[src/rtl/io_port_responder.sv]
// Memory-mapped port: 32-bit PORT_OUT, synchronised 8-bit PORT_IN with change IRQ.
// Latency WAIT_STATES+1 cycles to a 1-cycle Ready; the requester holds its request until Ready.
module io_port_responder #(
    parameter logic [31:0] ADDR_BASE   = 32'hFFFF0000,
    parameter int          WAIT_STATES = 1
) (
    input  logic        clk,
    input  logic        reset,
    input  logic [31:0] Address,
    input  logic [31:0] WriteData,
    input  logic        MemWrite,
    input  logic        MemRead,
    output logic        Hit,
    output logic        Ready,
    output logic [31:0] ReadData,
    input  logic [7:0]  PortIn,
    output logic [31:0] PortOut,
    output logic        IRQ
);

    typedef enum logic [1:0] {IDLE, WAIT, RESP} state_t;

    localparam logic [2:0] WAIT_LOAD = 3'(WAIT_STATES);

    state_t      state, nextState;
    logic [2:0]  waitCnt, nextWaitCnt;
    logic [31:0] portOutReg;
    logic        ctrlIe;
    logic        statChg, statOvr;
    logic        nextChg, nextOvr;
    logic [7:0]  syncMeta, syncQ, prevQ;
    logic [1:0]  warmCnt;
    logic        readyReg;
    logic [31:0] readDataReg;
    logic [31:0] regRdData;
    logic        accept;
    logic        commitWrite;
    logic        pinChange;
    logic        unusedAddrLow;

    // Byte lanes are not decoded; every access is a full word.
    assign unusedAddrLow = ^Address[1:0];

    assign Hit         = (Address[31:4] == ADDR_BASE[31:4]);
    assign accept      = Hit && (MemRead || MemWrite);
    assign commitWrite = (state == RESP) && MemWrite;
    assign pinChange   = (warmCnt == 2'd2) && (syncQ != prevQ);

    always_comb begin
        nextState   = state;
        nextWaitCnt = waitCnt;
        case (state)
            IDLE: begin
                if (accept) begin
                    if (WAIT_STATES == 0) begin
                        nextState = RESP;
                    end else begin
                        nextState   = WAIT;
                        nextWaitCnt = WAIT_LOAD;
                    end
                end
            end
            WAIT: begin
                if (!accept) begin
                    nextState   = IDLE;
                    nextWaitCnt = 3'd0;
                end else if (waitCnt <= 3'd1) begin
                    nextState   = RESP;
                    nextWaitCnt = 3'd0;
                end else begin
                    nextWaitCnt = waitCnt - 3'd1;
                end
            end
            RESP:    nextState = IDLE;
            default: nextState = IDLE;
        endcase
    end

    always_comb begin
        regRdData = 32'd0;
        case (Address[3:2])
            2'd0: regRdData = portOutReg;
            2'd1: regRdData = {24'd0, syncQ};
            2'd2: regRdData = {30'd0, statOvr, statChg};
            2'd3: regRdData = {31'd0, ctrlIe};
            default: regRdData = 32'd0;
        endcase
    end

    // Write-1-to-clear first, then a pin change sets on top of it so set wins.
    always_comb begin
        nextChg = statChg;
        nextOvr = statOvr;
        if (commitWrite && (Address[3:2] == 2'd2)) begin
            nextChg = statChg & ~WriteData[0];
            nextOvr = statOvr & ~WriteData[1];
        end
        if (pinChange) begin
            nextChg = 1'b1;
            if (statChg) begin
                nextOvr = 1'b1;
            end
        end
    end

    always_ff @(posedge clk) begin
        if (reset) begin
            state       <= IDLE;
            waitCnt     <= 3'd0;
            portOutReg  <= 32'd0;
            ctrlIe      <= 1'b0;
            statChg     <= 1'b0;
            statOvr     <= 1'b0;
            syncMeta    <= 8'd0;
            syncQ       <= 8'd0;
            prevQ       <= 8'd0;
            warmCnt     <= 2'd0;
            readyReg    <= 1'b0;
            readDataReg <= 32'd0;
        end else begin
            state    <= nextState;
            waitCnt  <= nextWaitCnt;
            syncMeta <= PortIn;
            syncQ    <= syncMeta;
            prevQ    <= syncQ;
            if (warmCnt != 2'd2) begin
                warmCnt <= warmCnt + 2'd1;
            end
            statChg <= nextChg;
            statOvr <= nextOvr;
            if (commitWrite && (Address[3:2] == 2'd0)) begin
                portOutReg <= WriteData;
            end
            if (commitWrite && (Address[3:2] == 2'd3)) begin
                ctrlIe <= WriteData[0];
            end
            // Load data is sampled before any write of the same access commits.
            readyReg    <= (nextState == RESP);
            readDataReg <= (nextState == RESP) ? regRdData : 32'd0;
        end
    end

    assign Ready    = readyReg;
    assign ReadData = readDataReg;
    assign PortOut  = portOutReg;
    assign IRQ      = ctrlIe & statChg;

endmodule

[config.mk]
export PLATFORM = sky130hd
export DESIGN_NAME = io_port_responder
export DESIGN_NICKNAME = d
export VERILOG_FILES = /design/src/rtl/io_port_responder.sv
export SDC_FILE = /design/constraint.sdc
export NUM_CORES = 1
export LEC_CHECK = 0
export ABC_AREA = 1
export BUFFER_PORTS_ARGS = -buffer_cell sky130_fd_sc_hd__buf_2
export CAP_MARGIN = 40
export CELL_PAD_IN_SITES_DETAIL_PLACEMENT = 1
export CELL_PAD_IN_SITES_GLOBAL_PLACEMENT = 2
export CORE_MARGIN = 5
export CORE_UTILIZATION = 28
export DETAILED_ROUTE_END_ITERATION = 6
export MAX_ROUTING_LAYER = met4
export PLACE_DENSITY = 0.8
export SYNTH_ARGS = -nofsm -noshare
export SYNTH_HDL_FRONTEND = slang
export SYNTH_SLANG_ARGS = --single-unit
[constraint.sdc]
create_clock -name clk -period 2.9 [get_ports clk]
set_input_delay 0.87 -clock clk [delete_from_list [all_inputs] [get_ports clk]]
set_output_delay 0.87 -clock clk [all_outputs]
set_load 0.005 [all_outputs]
==> flow_metrics.py <==
metrics = {
    "die": {
        "die_h_um": 125.0,
        "io-pin-count": 143,
        "dieArea_um2": 15640,
        "core_um2": 13090,
        "start_util_pct": 28.32,
        "rows": 42,
        "die_width_um": 125.0,
    },
    "clocking": {
        "post_cts_buffers": 0,
        "htree_num_levels": 3,
        "cts_num_sinks": 99,
        "clkTransAtPathRegs_ns": 0.07,
        "clockBufferDepth": 2,
        "cts_buffers": 9,
        "hold_buffers": 0,
        "cts-root-buf": "clkbuf_16",
        "cts_tree": "built",
        "clk_latency_ns": 0.35,
        "cts_resized": 0,
    },
    "synthesis": {
        "syn_inst": 471,
        "synthesis.area_um2": 3706,
        "synth_warnings": 0,
        "synthAdderAreaFrac_pct": 1.013,
        "synth_compound_area_share_pct": 8.103,
        "ys_ff_latch": 99,
        "synthSimpleGateAreaFrac_pct": 28.06,
        "ys_types": 27,
        "postSynthAreaPerCell_um2": 7.868,
        "syn-num-nets": 550,
        "muxShareOfSynthArea_pct": 0,
        "synth-xor-area-share_pct": 1.418,
        "seq_area_frac_synth_pct": 53.48,
        "synth_top_family_by_area": "simple AND/OR/NAND/NOR gates",
    },
    "timing": {
        "setup_viol": 0,
        "final.setup.tns_ns": 0,
        "rsz0062_at_grt": "no",
        "fin_crit_sh_pct": 86.74,
        "slew_violations": 0,
        "maxSlewHeadroom_pct": 60.28,
        "fin_crit_ns": 2.516,
        "finalHoldViolations": 0,
        "fin_ws_ns": 0.3844,
        "max_clock_freq_ghz": 0.3975,
        "tightest_slew_ns": 0.5949,
        "clock_skew_ns": 0.007907,
    },
    "place": {
        "port_buffers": 140,
        "post-place-ws_ns": 0.3486,
        "dpl.hpwl_um": 7798,
        "globalplace.congestion": 0.8644,
    },
    "hold_path": {
        "min_path_cells": 2,
        "hp-class": "register to register",
    },
    "final_layout": {
        "num_antenna_cells": 0,
        "final_nets": 688,
        "final_common_cell": "buf_2",
        "area_delta_synth_final_pct": 31.13,
        "layout_common_cells": "buf_2 (140), nor2_1 (118), dfxtp_1 (99)",
        "filler_cell_count": 1649,
        "drive_gt1_share_pct": 32.08,
    },
    "drt": {
        "num_vias": 3374,
        "firstDrtPassIters": 4,
        "ant_nets": 0,
        "drt_iter0_markers": 96,
        "wirelength_um": 10470,
        "wire_per_inst_um": 13.26,
        "viasPerCell": 4.271,
        "drc": 0,
    },
    "global_route": {
        "antenna_found_initial": 0,
        "overflow": 0,
        "grt_pass1_wl_um": 17370,
        "grt_max_degree": 35,
        "grt_pass1_vias": 3602,
        "grt_usage_pct": 14.15,
    },
    "critical_path": {
        "critPathMaxFanout": 2,
        "crit_path_max_incr_delay_ns": 0.14,
        "crit_cells": 7,
        "reg2regPathDepth": 8,
        "arrival_ns": 1.65,
        "worstSetupStartpointType": "input port",
        "critPathCaptureType": "output pin",
        "crit_slowest_cell": "nor2_1",
        "criticalPathCategory": "input port to output pin",
        "crit_required_ns": 2.03,
        "path_buf_inv": 2,
        "crit_chain": "buf_2 > nor2_1 > nand2_1 > nor2_1 > nand2_1 > nor2_1 > buf_2",
        "cp_top_family": "simple AND/OR/NAND/NOR gates",
        "crit_path_frequent_cell": "nor2_1",
    },
    "power_and_ir_drop": {
        "p_leak_uw": 0.002174,
        "power.density_nw_per_um2": 560.7,
        "irDropWorstVdd_v": 0.0002510,
    },
    "flow_run": {
        "max_cap_violations": 0,
    },
    "outcome": {
        "outcome": "finished, final reports clean",
    },
}
## worst register-to-register path, delay by kind of cell (launching register included)
| family | cells | cell delay (ns) |
|---|---|---|
| buffers and inverters | 2 | 0.57 |
| AND/OR/NAND/NOR | 4 | 0.36 |
| flip-flops | 1 | 0.35 |
| adder cells (fa/ha/maj) | 1 | 0.17 |
| AO/OA/AOI/OAI | 1 | 0.14 |
## metrics by stage
stage               power (uW)  hold slack, ns  area, um^2  cells  utilization [%]
floorplan                 1521          0.3883        3706    471                -
global placement          1598          0.3911        4572    774            34.94
detailed placement        1607          0.3985        4572    774            34.94
CTS                       2778          0.4081        4860    790            37.14
global route              2862          0.4275        4860    790            37.14
finish                    2725          0.4040        4860    790            37.14
## per-layer routing
metal,share of wire (%),vias to the layer above,global-route usage (%)
met5,0,-,-
met4,1.7,0,5.740
met3,5.1,12,3.241
met2,48,98,23.82
met1,45,1542,16.30
li1,-,1722,-
## final timing paths
kind	start	to	slack, ns
worst max-delay path	Address[9]	Hit	0.38
worst min-delay path	syncMeta[4]	syncQ[4]	0.40
worst max register to register	waitCnt[1]	ReadData[28]	1.18
worst min register to register	syncMeta[4]	syncQ[4]	0.40
## power breakdown
part	switching, uW	leakage (uW)	internal [uW]
combinational	92.8	0.00123	75.8
clock	523	0.000142	630
sequential	16.1	0.000802	1390
total	632	0.00217	2090
## flip-flops by register name (all words and copies together), names as in the netlist
register,cells
PortOut,32
ReadData,32
prevQ,8
syncMeta,8
syncQ,8
waitCnt,3
state,2
warmCnt,2
Ready,1
ctrlIe,1
statChg,1
statOvr,1
## cells in the mapped netlist
library cell / n / area share, %
nand2_1: 63 / 6.4
dfxtp_1: 99 / 53
clkbuf_1: 11 / 1.1
inv_1: 52 / 5.3
o21ai_0: 43 / 5.8
nor3_1: 3 / 0.41
nand3_2: 1 / 0.27
nor4_1: 1 / 0.17
inv_2: 1 / 0.10
o211ai_1: 1 / 0.20
nand4_1: 3 / 0.51
nor3b_4: 1 / 0.51
buf_6: 3 / 0.91
xnor2_1: 6 / 1.4
buf_2: 4 / 0.54
a31oi_1: 1 / 0.17
a221oi_1: 1 / 0.24
o21bai_1: 1 / 0.20
nor2_2: 25 / 4.2
nor2_1: 119 / 12
nand3b_1: 1 / 0.20
a21oi_1: 11 / 1.5
nor2_4: 3 / 0.91
ha_1: 3 / 1.0
nand4_4: 1 / 0.57
nand3_1: 10 / 1.4
or2_2: 3 / 0.51
## cell families after synthesis
kind of cell / count (synthesis)
buffers and inverters: 71
XOR/XNOR: 6
AND/OR/NAND/NOR: 234
flip-flops: 99
adder cells (fa/ha/maj): 3
AO/OA/AOI/OAI: 58
## area by class of cell
type,count,area (um^2),share of cell area [%]
multi-input combinational,301,1433,29.48
clock inverter,5,35.03,0.7209
sequential,99,1982,40.78
tap,176,220.2,4.531
clock buffer,11,252.7,5.201
timing repair buffer,145,738.2,15.19
inverter,53,198.9,4.094
(Power assumes the default switching activity.)
